## src/rtl/mem_access_ctrl_pkg.sv

```systemverilog
// Shared types and constants for the MEM-stage data-memory access controller.
package mem_ctrl_pkg;

  typedef enum logic [1:0] {
    IDLE   = 2'd0,
    ACCESS = 2'd1,
    DONE   = 2'd2
  } state_e;

  localparam logic [1:0]  ALIGN_MASK         = 2'b11;
  localparam logic [31:0] READ_ERR_DATA      = 32'h0;
  localparam int unsigned TIMEOUT_CYCLES_DEF = 255;

  function automatic logic is_aligned(input logic [31:0] addr);
    return (addr[1:0] & ALIGN_MASK) == 2'b00;
  endfunction

endpackage

```

## src/rtl/mem_access_ctrl_if.sv

```systemverilog
// Variable-latency req/ack data-memory port; master issues requests, slave answers with a one-cycle ack.
interface mem_access_ctrl_if;

  logic        req;
  logic        we;
  logic [31:0] addr;
  logic [31:0] wdata;
  logic        ack;
  logic [31:0] rdata;

  modport master (output req, we, addr, wdata, input  ack, rdata);
  modport slave  (input  req, we, addr, wdata, output ack, rdata);

endinterface

```

## src/rtl/mem_timeout_ctr.sv

```systemverilog
// Clearable ACCESS-cycle counter; expired_o asserts combinationally in the LIMIT-th enabled cycle.
// Compiled only when MEM_TIMEOUT_EN is defined.
`ifdef MEM_TIMEOUT_EN
module mem_timeout_ctr #(
  parameter int unsigned LIMIT = 255,
  parameter int unsigned W     = 8
) (
  input  logic clk,
  input  logic startin,
  input  logic clr_i,
  input  logic en_i,
  output logic expired_o
);

  logic [W-1:0] cnt_q;
  logic [W-1:0] cnt_d;

  assign expired_o = (cnt_q >= W'(LIMIT - 1));

  always_comb begin
    cnt_d = cnt_q;
    if (clr_i)                  cnt_d = '0;
    else if (en_i && !expired_o) cnt_d = cnt_q + 1'b1;
  end

  always_ff @(posedge clk or negedge startin) begin
    if (!startin) cnt_q <= '0;
    else          cnt_q <= cnt_d;
  end

endmodule
`endif

```

## src/rtl/mem_access_ctrl.sv

```systemverilog
// MEM-stage data-memory sequencer: stalls the pipeline while a req/ack access is in flight (IDLE/ACCESS/DONE).
// Occupancy is ack latency + 2 cycles; optional ACCESS timeout under MEM_TIMEOUT_EN.
module mem_access_ctrl
  import mem_ctrl_pkg::*;
#(
  parameter int unsigned TIMEOUT_CYCLES = TIMEOUT_CYCLES_DEF
) (
  input  logic                     clk,
  input  logic                     startin,
  input  logic                     MEM_mem_read,
  input  logic                     MEM_mem_write,
  input  logic [31:0]              MEM_alu_result,
  input  logic [31:0]              MEM_forward_b_mux_out,
  mem_access_ctrl_if.master        dmem,
  output logic [31:0]              MEM_read_data,
  output logic                     stall,
  output logic                     mem_error,
  output logic [31:0]              stall_count
);

  if (TIMEOUT_CYCLES < 1) begin : g_bad_timeout
    $error("TIMEOUT_CYCLES must be at least 1");
  end

  state_e      state_q;
  logic        req_q;
  logic        we_q;
  logic [31:0] addr_q;
  logic [31:0] wdata_q;
  logic [31:0] rdata_q;
  logic        err_q;
  logic [31:0] stall_cnt_q;
  logic [31:0] stall_cnt_d;

  logic any_req;
  logic access_vld;
  logic misaligned;
  logic timeout_hit;

  assign any_req    = MEM_mem_read | MEM_mem_write;
  assign access_vld = any_req && is_aligned(MEM_alu_result);
  assign misaligned = any_req && !is_aligned(MEM_alu_result);

  // Detection stalls in the same cycle so EX/MEM cannot move before the request is latched.
  assign stall = startin && ((state_q == IDLE && access_vld) || state_q == ACCESS);

`ifdef MEM_TIMEOUT_EN
  localparam int unsigned TO_W = ($clog2(TIMEOUT_CYCLES + 1) > 8) ? $clog2(TIMEOUT_CYCLES + 1) : 8;
  logic to_expired;

  mem_timeout_ctr #(
    .LIMIT (TIMEOUT_CYCLES),
    .W     (TO_W)
  ) u_timeout (
    .clk       (clk),
    .startin   (startin),
    .clr_i     (state_q == IDLE && access_vld),
    .en_i      (state_q == ACCESS),
    .expired_o (to_expired)
  );

  assign timeout_hit = (state_q == ACCESS) && to_expired && !dmem.ack;
`else
  assign timeout_hit = 1'b0;
`endif

  always_ff @(posedge clk or negedge startin) begin
    if (!startin) begin
      state_q <= IDLE;
      req_q   <= 1'b0;
      we_q    <= 1'b0;
      addr_q  <= '0;
      wdata_q <= '0;
      rdata_q <= '0;
      err_q   <= 1'b0;
    end else begin
      case (state_q)
        IDLE: begin
          if (access_vld) begin
            addr_q  <= MEM_alu_result;
            wdata_q <= MEM_forward_b_mux_out;
            we_q    <= MEM_mem_write;
            req_q   <= 1'b1;
            state_q <= ACCESS;
            if (MEM_mem_read && MEM_mem_write) err_q <= 1'b1;
          end else if (misaligned) begin
            rdata_q <= READ_ERR_DATA;
            err_q   <= 1'b1;
          end
        end
        ACCESS: begin
          if (dmem.ack) begin
            if (!we_q) rdata_q <= dmem.rdata;
            req_q   <= 1'b0;
            state_q <= DONE;
          end else if (timeout_hit) begin
            rdata_q <= READ_ERR_DATA;
            err_q   <= 1'b1;
            req_q   <= 1'b0;
            state_q <= DONE;
          end
        end
        DONE:    state_q <= IDLE;
        default: state_q <= IDLE;
      endcase
    end
  end

  always_comb begin
    stall_cnt_d = stall_cnt_q;
    if (stall && stall_cnt_q != 32'hFFFF_FFFF) stall_cnt_d = stall_cnt_q + 32'd1;
  end

  always_ff @(posedge clk or negedge startin) begin
    if (!startin) stall_cnt_q <= '0;
    else          stall_cnt_q <= stall_cnt_d;
  end

  assign dmem.req      = req_q;
  assign dmem.we       = we_q;
  assign dmem.addr     = addr_q;
  assign dmem.wdata    = wdata_q;
  assign MEM_read_data = rdata_q;
  assign mem_error     = err_q;
  assign stall_count   = stall_cnt_q;

endmodule

```

## src/flat_wrapper.sv

```systemverilog
// flat-port wrapper written by rule: the top's interface ports become plain ports
module mem_access_ctrl_flat import mem_ctrl_pkg::*;
#(
  parameter int unsigned TIMEOUT_CYCLES = TIMEOUT_CYCLES_DEF
)
  (clk, startin, MEM_mem_read, MEM_mem_write, MEM_alu_result, MEM_forward_b_mux_out, MEM_read_data, stall, mem_error, stall_count, dmem_req, dmem_we, dmem_addr, dmem_wdata, dmem_ack, dmem_rdata);
  mem_access_ctrl_if dmem_i ();
  input  logic clk;
  input  logic startin;
  input  logic MEM_mem_read;
  input  logic MEM_mem_write;
  input  logic [31:0] MEM_alu_result;
  input  logic [31:0] MEM_forward_b_mux_out;
  output logic [31:0] MEM_read_data;
  output logic stall;
  output logic mem_error;
  output logic [31:0] stall_count;
  output wire logic [$bits(dmem_i.req)-1:0] dmem_req;
  output wire logic [$bits(dmem_i.we)-1:0] dmem_we;
  output wire logic [$bits(dmem_i.addr)-1:0] dmem_addr;
  output wire logic [$bits(dmem_i.wdata)-1:0] dmem_wdata;
  input wire logic [$bits(dmem_i.ack)-1:0] dmem_ack;
  input wire logic [$bits(dmem_i.rdata)-1:0] dmem_rdata;
  assign dmem_req = dmem_i.req;
  assign dmem_we = dmem_i.we;
  assign dmem_addr = dmem_i.addr;
  assign dmem_wdata = dmem_i.wdata;
  assign dmem_i.ack = dmem_ack;
  assign dmem_i.rdata = dmem_rdata;
  mem_access_ctrl #(.TIMEOUT_CYCLES(TIMEOUT_CYCLES)) u_core (.clk(clk), .startin(startin), .MEM_mem_read(MEM_mem_read), .MEM_mem_write(MEM_mem_write), .MEM_alu_result(MEM_alu_result), .MEM_forward_b_mux_out(MEM_forward_b_mux_out), .dmem(dmem_i), .MEM_read_data(MEM_read_data), .stall(stall), .mem_error(mem_error), .stall_count(stall_count));
endmodule
```

## config.mk

```make
export PLATFORM = sky130hd
export DESIGN_NAME = mem_access_ctrl_flat
export DESIGN_NICKNAME = d
export VERILOG_FILES = /design/src/rtl/mem_access_ctrl_pkg.sv /design/src/rtl/mem_access_ctrl_if.sv /design/src/rtl/mem_timeout_ctr.sv /design/src/rtl/mem_access_ctrl.sv /design/src/flat_wrapper.sv
export SDC_FILE = /design/constraint.sdc
export NUM_CORES = 1
export LEC_CHECK = 0
export BUFFER_PORTS_ARGS = -buffer_cell sky130_fd_sc_hd__buf_2
export CAP_MARGIN = 20
export CORE_MARGIN = 3
export CORE_UTILIZATION = 45
export DETAILED_ROUTE_END_ITERATION = 10
export HOLD_SLACK_MARGIN = 0.03
export PLACE_DENSITY = 0.76
export SLEW_MARGIN = 0
export SYNTH_ARGS = -nofsm -noshare
export SYNTH_HDL_FRONTEND = slang
export SYNTH_SLANG_ARGS = --single-unit
```

## constraint.sdc

```tcl
create_clock -name clk -period 2 [get_ports clk]
set_clock_uncertainty 0.1 [all_clocks]
set_input_delay 0.1 -clock clk [delete_from_list [all_inputs] [get_ports clk]]
set_output_delay 0.1 -clock clk [all_outputs]
set_load 0.05 [all_outputs]
```

==> out/summary.md, run 1 <==
The slowest stage of the critical path belongs to the cell sky130_fd_sc_hd__dfrtp_2. The instance count of the mapped netlist was 373. The highest cell delay on the worst timing path works out to 0.43 ns. STA classifies the critical path startpoint as a register. For the pin with the worst max-slew slack, the measured transition is 1.00 ns.

The tools report the starting utilization of the core area as 46.5%. The logs give 2.11 ns for the arrival time at the worst endpoint and 24.8% for the overall routing resource usage. The post-route worst setup slack was 0.0758 ns; the area taken by multi-input logic gates was 0.00198 sq mm.

The ratio of final minimum period to clock period was 96.2%. The run gives 0.0133 sq mm as the die outline area. Global routing finished with a remaining overflow of 0. The first detailed-routing pass ran for 4 iterations.

The tools report the element type at the critical path end as a register. TritonCTS built the clock tree. At the later pin of the worst-skew pair, clock insertion delay measures 0.40 ns. Setup repair after global routing could not meet its margin everywhere. Entering global routing, the biggest net connects 81 pins.

The share of total power consumed by net switching was 38.8%; the net count reported at finish was 827. The logs give 2 for the maximum count of clock buffers along a single path and 0.00335 sq mm for the total area of sequential cells. The run gives 0 as the number of max-slew violations in the final report. The biggest fanout along the worst timing path came out at 7.

When the netlist entered floorplanning its net count stood at 475. Of the total power, registers draw 36.0%. Counting the fill cells in the layout gives 736. The top achievable clock speed is 520 MHz. The path class of the lowest-slack min-delay path is primary input to register. Prior to clock tree synthesis, the placed netlist has a worst setup slack of 0.111 ns.

In this run, synthesis inferred 0 flip-flops with an integrated enable. Setup violations remaining at the end of the flow were counted as 0. The run gives 2.19 ns as the worst endpoint required time. In this run the standard cell core region covers 0.0116 sq mm. In this run the vertical extent of the chip is 115 um. The total detailed-routing wirelength is 16.4 mm. The placer congestion estimate was 0.869. Per report_power, the combinational group accounts for 35.1% of the total. The count of nets left with antenna violations once routing finished came out at 0. Measured on the finished design, the core utilization comes to 72.4%. The synthesized netlist contains 39 unique library cells. The tools report the net load switching power as 3.78 mW. The clock network power share came out at 29.0%. CTS built an H-tree with a depth of 4. Cell internal power was estimated by the tool at 5.96 mW. For this block, the via count after detailed routing is 4553. Input and output buffers added on the ports amount to 232.

The first global-routing pass estimated 25.4 mm of wire. After legalization and detailed placement, the total HPWL measured 9.80 mm. Total leakage power: 4.17 nW. The signal on the critical path passes through ha_1 -> and4_2 -> a31oi_4 -> buf_4 -> nand4_1 -> xnor2_1. Counting every sink on the clock net gives 133. In this run the mean area of a mapped cell was 14.4 sq um.

The maximum vdd ir drop was 0.681 mV. In this run the count of I/O pins placed on the die edge is 233. The post-route netlist has 51.4% of its cells at a drive strength greater than 1.

The clock transition at the register clock pins on the worst setup and hold paths after CTS was 0.06 ns; the total power per unit cell area was 1160 mW/mm^2. The die width is 115 um. In the routed layout, each cell is associated on average with a via count of 5.16. Of all flip-flops after synthesis, the portion carrying an async set or reset was 100%.

The Yosys step of the flow raised 0 warnings. The minimum clock period was 1.92 ns. The flow ran to the end, and the final reports show no timing, DRC or antenna violations.

The most used flip-flop cell after synthesis is sky130_fd_sc_hd__dfrtp_1. In the final routed layout, each cell accounts on average for 18.6 um. After floorplanning, the core was divided into 39 placement rows. The critical path class was register to register. Synthesis inferred 133 register bits.

The cell area after synthesis was 0.00538 sq mm; the fraction of the yosys area taken by sequential cells was 61.8%. The logs give 17 for the total CTS buffers and 4943 for the via count of the first global-routing pass. The tools report the number of hold-slack violations in the final timing report as 0.

For the number of max-cap violations, the log shows 0. The violation count after the first detailed-route iteration is 364. The worst pin sits at a relative slew slack of 33.3%.

After detailed routing, the number of remaining DRC violations is 0. The synthesis-to-layout area growth came out at 55.7%. CTS placed an instance of sky130_fd_sc_hd__clkbuf_16 at the clock tree root. The number of antenna violations at the first check in global routing came out at 2.
Yosys cell counts, types with 4 or more instances:
| master | count | area share, % |
|---|---|---|
| sky130_fd_sc_hd__and3_1 | 8 | 0.93 |
| sky130_fd_sc_hd__xnor2_1 | 28 | 4.6 |
| sky130_fd_sc_hd__nand2_1 | 7 | 0.49 |
| sky130_fd_sc_hd__and2_1 | 6 | 0.70 |
| sky130_fd_sc_hd__and4_2 | 4 | 0.74 |
| sky130_fd_sc_hd__buf_2 | 11 | 1.0 |
| sky130_fd_sc_hd__dfrtp_1 | 133 | 62 |
| sky130_fd_sc_hd__nor2_1 | 6 | 0.42 |
| sky130_fd_sc_hd__mux2_2 | 64 | 13 |
| sky130_fd_sc_hd__a22o_1 | 32 | 5.2 |
| sky130_fd_sc_hd__and3_2 | 4 | 0.56 |
| sky130_fd_sc_hd__nand4_1 | 15 | 1.7 |
| sky130_fd_sc_hd__nand3_1 | 17 | 1.6 |
path summary, 6_finish.rpt:
path | slack, ns | start | cells past startpoint | to
max in group asynchronous | 0.60 | startin | 3 | u_core.stall_count[26]
hold / removal | 0.11 | MEM_mem_read | 4 | u_core.dmem.req
hold reg to reg | 0.36 | u_core.mem_error | 1 | u_core.mem_error
setup reg to reg | 0.08 | u_core.stall_count[0] | 6 | u_core.stall_count[4]
min in group asynchronous | 0.36 | startin | 3 | u_core.MEM_read_data[30]
setup / recovery | 0.08 | u_core.stall_count[0] | 6 | u_core.stall_count[4]
layout make-up:
cell class / instances / share of cell area [%]
diodes: 2 / 0.0597
repair buffers: 348 / 27.5
clock buffers: 27 / 5.88
flip-flops and latches: 133 / 40.0
multi-input cells: 222 / 23.7
clock inverters: 4 / 0.568
well taps: 143 / 2.14
inverters: 3 / 0.134
power by group through the flow:
stage / Sequential (mW) / Clock, mW / Combinational (mW)
6_report: 3.51 / 2.82 / 3.42
5_1_grt: 3.56 / 3.00 / 3.55
4_1_cts: 3.46 / 2.89 / 3.37
3_5_place_dp: 3.50 / 0 / 3.21
3_3_place_gp: 3.46 / 0 / 3.17
2_1_floorplan: 5.20 / 0 / 0.610
registers in the layout, summed over array words and instances (netlist names):
name	cells
u_core.dmem.addr	32
u_core.dmem.req	1
u_core.MEM_read_data	32
u_core.dmem.wdata	32
u_core.state_q	2
u_core.stall_count	32
u_core.mem_error	1
u_core.dmem.we	1
cells in the final DEF, fill, tap and decap left out, types with 3 or more instances in the layout:
master and instances:
sky130_fd_sc_hd__clkbuf_1 7, sky130_fd_sc_hd__clkbuf_8 3, sky130_fd_sc_hd__and4_2 4, sky130_fd_sc_hd__nand4_1 15, sky130_fd_sc_hd__dfrtp_2 20, sky130_fd_sc_hd__and3_1 8
sky130_fd_sc_hd__buf_4 14, sky130_fd_sc_hd__and3_2 4, sky130_fd_sc_hd__dfrtp_1 113, sky130_fd_sc_hd__mux2_2 64, sky130_fd_sc_hd__nor2_1 5, sky130_fd_sc_hd__xnor2_1 28
sky130_fd_sc_hd__a22o_1 32, sky130_fd_sc_hd__dlygate4sd3_1 101, sky130_fd_sc_hd__xor2_1 3, sky130_fd_sc_hd__nand3_1 16, sky130_fd_sc_hd__nand2_1 7, sky130_fd_sc_hd__clkbuf_16 17
sky130_fd_sc_hd__and2_1 6, sky130_fd_sc_hd__buf_2 230
metrics by stage:
stage	std cells	instance area [sq um]	hold slack [ns]	total power, mW	TNS, ns
floorplan	373	5410	-0.296	5.81	0
finish	882	8380	0.107	9.74	0
global route	882	8380	0.144	10.1	-0.0298
global placement	747	6810	0.168	6.63	0
detailed placement	747	6810	0.183	6.71	0
CTS	879	8360	0.0947	9.72	0
worst max-delay path, delay by kind of cell, from the launching register on:
| kind | cells | cell delay, ns |
|---|---|---|
| and+or+nand+nor | 2 | 0.39 |
| AOI/OAI and AO/OA | 1 | 0.27 |
| adders and majority gates | 1 | 0.27 |
| DFF | 1 | 0.43 |
| xor gates and xnor gates | 1 | 0.14 |
| buffers and inverters | 1 | 0.21 |
per-layer routing:
| metal | wire length, um | GRT usage [%] | part of all wire [%] | vias to the layer above |
|---|---|---|---|---|
| li1 | - | - | - | 2069 |
| met1 | 6310 | 28.6 | 38 | 2240 |
| met2 | 8360 | 43.0 | 51 | 198 |
| met3 | 1220 | 7.11 | 7.4 | 46 |
| met4 | 524 | 11.0 | 3.2 | 0 |
| met5 | 0 | 0 | 0 | - |
timing repair:
| action | in CTS | in global routing |
|---|---|---|
| endpoints found under the hold margin | 232 | 0 |
| resized for setup | 0 | 2 |
| buffers inserted | 0 | 1 |
| endpoints found under the setup margin | 0 | 4 |
| hold buffers | 101 | 0 |
kinds of logic after synthesis:
| kind of cell | share of synthesized area, % |
|---|---|
| buf+inv | 1.65 |
| simple gates | 10.5 |
| mux | 13.4 |
| flops | 61.8 |
| xor+xnor | 5.05 |
| fa+ha+maj | 0.232 |
| compound gates | 7.35 |
No activity file was read; power rests on OpenSTA's default activity.
==> inputs of run 2 (changes only) <==
--- a/config.mk
+++ b/config.mk
@@ -5,13 +5,13 @@
 export SDC_FILE = /design/constraint.sdc
 export NUM_CORES = 1
 export LEC_CHECK = 0
+export ABC_AREA = 1
 export BUFFER_PORTS_ARGS = -buffer_cell sky130_fd_sc_hd__buf_2
 export CAP_MARGIN = 20
-export CORE_MARGIN = 3
 export CORE_UTILIZATION = 45
 export DETAILED_ROUTE_END_ITERATION = 10
 export HOLD_SLACK_MARGIN = 0.03
-export PLACE_DENSITY = 0.76
+export PLACE_DENSITY = 0.75
 export SLEW_MARGIN = 0
 export SYNTH_ARGS = -nofsm -noshare
 export SYNTH_HDL_FRONTEND = slang
==> run 2 against run 1 <==
  * Area after synthesis is 12% higher
  * Die area is 3.7% higher
  * Maximum frequency is 2.4% higher
  * Final cell count is 35% higher
  * Via count is 30% higher
  * Global-route usage is 3.6 points higher
==> out/summary.md, run 2 <==
The run finished with clean final reports. The cell with the most instances after synthesis was sky130_fd_sc_hd__nand2_1. The fraction of registers with async set or reset after synthesis is 100% (unchanged). The remaining number of nets flagged by the antenna check after routing is 0 (unchanged), and the share of total power consumed by net switching is 39.7% (+0.92 points). The tools report the final sum of negative setup slack as 0 ns (unchanged). The number of max-slew violations in the final report came out at 0 (unchanged). The via-per-instance ratio is 4.98 (-3.6%). Setup repair after global routing left no endpoint under its margin. The tools report the violation count after the first detailed-route iteration as 353 (-3.0%). The total power per unit cell area came out at 1090 mW/mm^2 (-6.4%).

The die width was 117 um (+1.9%). For the number of fill cells in the layout, the log shows 943 (+28%). The top-area cell type share of the netlist area works out to 55.5% (-6.4 points). In the post-synthesis netlist, the biggest area contributors are sky130_fd_sc_hd__dfrtp_1 (55%), sky130_fd_sc_hd__nand2_1 (17%), sky130_fd_sc_hd__mux2_2 (12%), sky130_fd_sc_hd__nand3_1 (4.1%), sky130_fd_sc_hd__nor2_1 (3.3%). Summed over all instances, the cell type with the most area after synthesis is sky130_fd_sc_hd__dfrtp_1.

Overall routing resource usage: 28.4% (+3.6 points). The top achievable clock speed was 532 MHz (+2.4%); the combinational cell fraction of total power was 34.3% (-0.8 points). The residual overflow from global routing was 0 (unchanged); the starting utilization of the core area was 46.8% (+0.27 points). The highest cell delay on the worst timing path came out at 0.39 ns (-0.04 ns). The cell that appears most often on the critical path is sky130_fd_sc_hd__nand2_1. For the internal power contribution, the log shows 5.92 mW (-0.61%).

The tools report the fraction of the yosys area taken by sequential cells as 55.5% (-6.4 points). The tools report the count of H-tree levels built during CTS as 4 (unchanged). The tools report the minimum setup slack after placement as 0.0838 ns (-0.0267 ns). Path class of the lowest-slack min-delay path: primary input to register.

The tools report the final count of negative-setup-slack endpoints as 0 (unchanged). TritonCTS built the clock tree. The total leakage power was 4.78 nW (+15%); the relative max-transition margin was 53.6% (+20 points). The actual transition at the worst max-transition pin was 0.696 ns (-0.304 ns); the worst-case hold slack was 0.0973 ns (-0.00985 ns). Walking the worst path, the cells encountered are nor2_2 -> nand3_4 -> nand2_1 -> nand2_1 -> inv_2 -> clkbuf_4. The biggest fanout along the worst timing path is 3 (-4). The final core utilization is 70.4% (-2.0 points), and the net load switching power is 3.91 mW (+3.3%). Maximum number of pins on one net before global-route repair: 134 (+65%).

The global-route wire length before repair came out at 30.6 mm (+20%). The run gives 0.0128 sq mm (+11%) as the core box area. The worst endpoint required time is 1.80 ns (-0.39 ns), and the number of diodes is 0 (-2).

The cell area after synthesis is 0.00600 sq mm (+12%). The count of pins on the block boundary was 233 (unchanged); the number of nets in the synthesized netlist was 755 (+59%). The library cells used most frequently in the layout, excluding fill and tap cells, are sky130_fd_sc_hd__nand2_1 (268), sky130_fd_sc_hd__buf_2 (230), sky130_fd_sc_hd__dfrtp_1 (131). Die outline area: 0.0138 sq mm (+3.7%). The net count reported at finish was 1106 (+34%); the count of state elements after synthesis was 133 (unchanged). Sink count of the clock tree: 133 (unchanged). On the critical path, the stage with the largest delay is an instance of sky130_fd_sc_hd__dfrtp_1.

The maximum vdd ir drop was 0.719 mV (+5.6%). The critical path is of the register to output pin type. The ratio of final minimum period to clock period works out to 93.9% (-2.3 points).

The total CTS buffers was 17 (unchanged); the source-to-sink clock delay at the later pin of the worst-skew pair was 0.41 ns (about the same). Sequential share of power: 35.4% (-0.6 points). After synthesis, the most frequently instantiated cells are sky130_fd_sc_hd__nand2_1 (268), sky130_fd_sc_hd__dfrtp_1 (133), sky130_fd_sc_hd__mux2_2 (62), sky130_fd_sc_hd__nor2_1 (53), sky130_fd_sc_hd__nand3_1 (49). The routed via count came out at 5918 (+30%). CTS placed an instance of sky130_fd_sc_hd__clkbuf_16 at the clock tree root.

The count of distinct cell types in the synthesized netlist was 26 (-33%); the number of standard-cell rows in the floorplan was 41 (+5.1%). The tools report the count of synthesis-stage warnings from yosys as 0 (unchanged). The clock transition at the register clock pins on the worst setup and hold paths after CTS came out at 0.06 ns (about the same).

The clock network power share is 30.3% (+1.3 points), and the number of post-CTS setup repair buffers is 0 (unchanged). For the number of design rule violations left after detail routing, the log shows 0 (unchanged). The synthesis-to-layout area growth is 50.5%, and the number of I/O port buffers is 232 (unchanged). The placer congestion estimate came out at 0.891 (+2.5%).

The dominant synthesized flop cell is sky130_fd_sc_hd__dfrtp_1. The number of optimization iterations in the first detailed-route pass was 5 (+1); the per-instance average area after synthesis was 9.19 sq um (-36%). For the maximum count of clock buffers along a single path, the log shows 2 (unchanged). The via count of the first global-routing pass came out at 6244 (+26%).

The routed wirelength normalized by instance count is 15.7 um (-16%). The ratio of cells with drive above 1 in the final layout is 35.5% (-16 points). The instance count of the mapped netlist is 653 (+75%), and the total power after layout is 9.83 mW (+0.90%). Minimum clock period: 1.88 ns (-0.0459 ns). The total detailed-routing wirelength is 18.6 mm (+13%). The number of synthesized flops with an enable pin works out to 0 (unchanged).

The critical path startpoint category is a register. The run gives 11.1 mm (+13%) as the total half-perimeter wirelength after legalization and detailed placement. The number of max-cap violations came out at 0 (unchanged). The die height was 117 um (+1.9%). Element type at the critical path end: an output pin. For the arrival time at the worst endpoint, the log shows 1.68 ns (-0.43 ns). The commonest non-fill, non-tap cell in the layout was sky130_fd_sc_hd__nand2_1. The number of antenna violations at the first check in global routing is 0 (-2), and the number of hold-slack violations in the final timing report is 0 (unchanged). The run gives 0.122 ns (+0.0459 ns) as the post-route worst setup slack.
## run 2: cell types whose count changed in the layout (fill, tap and decap cells not counted), moves of 6 or more
cell / change
sky130_fd_sc_hd__xor2_1: +6
sky130_fd_sc_hd__dfrtp_1: +18
sky130_fd_sc_hd__a22o_1: -32
sky130_fd_sc_hd__nor2_1: +47
sky130_fd_sc_hd__and2_1: -6
sky130_fd_sc_hd__nand2_1: +261
sky130_fd_sc_hd__nand4_1: -15
sky130_fd_sc_hd__xnor2_1: -24
sky130_fd_sc_hd__and3_1: -8
sky130_fd_sc_hd__buf_4: +6
sky130_fd_sc_hd__dfrtp_2: -18
sky130_fd_sc_hd__nand3_1: +32
sky130_fd_sc_hd__inv_1: +30
## run 2: worst paths after layout
| kind | from | to | slack [ns] | cells after the start |
|---|---|---|---|---|
| max in group asynchronous | startin | u_core.MEM_read_data[3] | 0.98 | 3 |
| worst min-delay path | MEM_mem_read | u_core.mem_error | 0.1 | 5 |
| min in group asynchronous | startin | u_core.stall_count[9] | 0.34 | 3 |
| worst max-delay path | u_core.state_q[1] | stall | 0.12 | 6 |
| worst min register to register | u_core.MEM_read_data[13] | u_core.MEM_read_data[13] | 0.37 | 2 |
| worst max register to register | u_core.stall_count[0] | u_core.stall_count[22] | 0.14 | 10 |
## run 2: layout make-up
class | instances | area, sq um | share of cell area, %
flip-flops and latches | 133 | 3330 | 36.9
multi-input cells | 465 | 2450 | 27.1
repair buffers | 353 | 2340 | 25.9
clock buffers | 24 | 492 | 5.44
well taps | 172 | 215 | 2.38
inverters | 34 | 130 | 1.44
clock inverters | 8 | 73.8 | 0.817
## run 2: cell families after synthesis
group / Yosys count / share of synthesized area, %
AND/OR/NAND/NOR: 380 / 25.9
adder cells (fa/ha/maj): 1 / 0.208
buffers and inverters: 55 / 4.06
flip-flops: 133 / 55.5
AO/OA/AOI/OAI: 9 / 0.813
multiplexers: 62 / 11.6
XOR/XNOR: 13 / 1.90
## run 2: power by group through the flow
| stage | logic, mW | registers, mW | clock network (mW) |
|---|---|---|---|
| 2_1_floorplan | 0.674 | 5.13 | 0 |
| 3_3_place_gp | 3.14 | 3.46 | 0 |
| 3_5_place_dp | 3.18 | 3.48 | 0 |
| 4_1_cts | 3.34 | 3.45 | 3.00 |
| 5_1_grt | 3.51 | 3.53 | 3.16 |
| 6_report | 3.38 | 3.48 | 2.98 |
## run 2: stage by stage
step	std cells	area (sq um)
finish	1189	9030
floorplan	653	6000
CTS	1189	9030
detailed placement	1057	7460
global route	1189	9030
global placement	1057	7460
## run 2: layer usage
layer | up-vias | wire length (um) | GRT usage [%]
li1 | 2778 | - | -
met1 | 2783 | 6810 | 31.4
met2 | 288 | 9750 | 50.5
met3 | 69 | 1300 | 7.17
met4 | 0 | 766 | 14.7
met5 | - | 0 | 0
## run 2: critical path: cells and delay by family (launching register included)
| kind | cells | cell delay, ns |
|---|---|---|
| buf+inv | 2 | 0.36 |
| flops | 1 | 0.39 |
| simple gates | 4 | 0.51 |
## run 2: timing repair
action	in CTS	in global routing
hold buffers	100	0
endpoints found under the setup margin	0	32
gates resized for setup	0	2
hold endpoints to repair	232	0
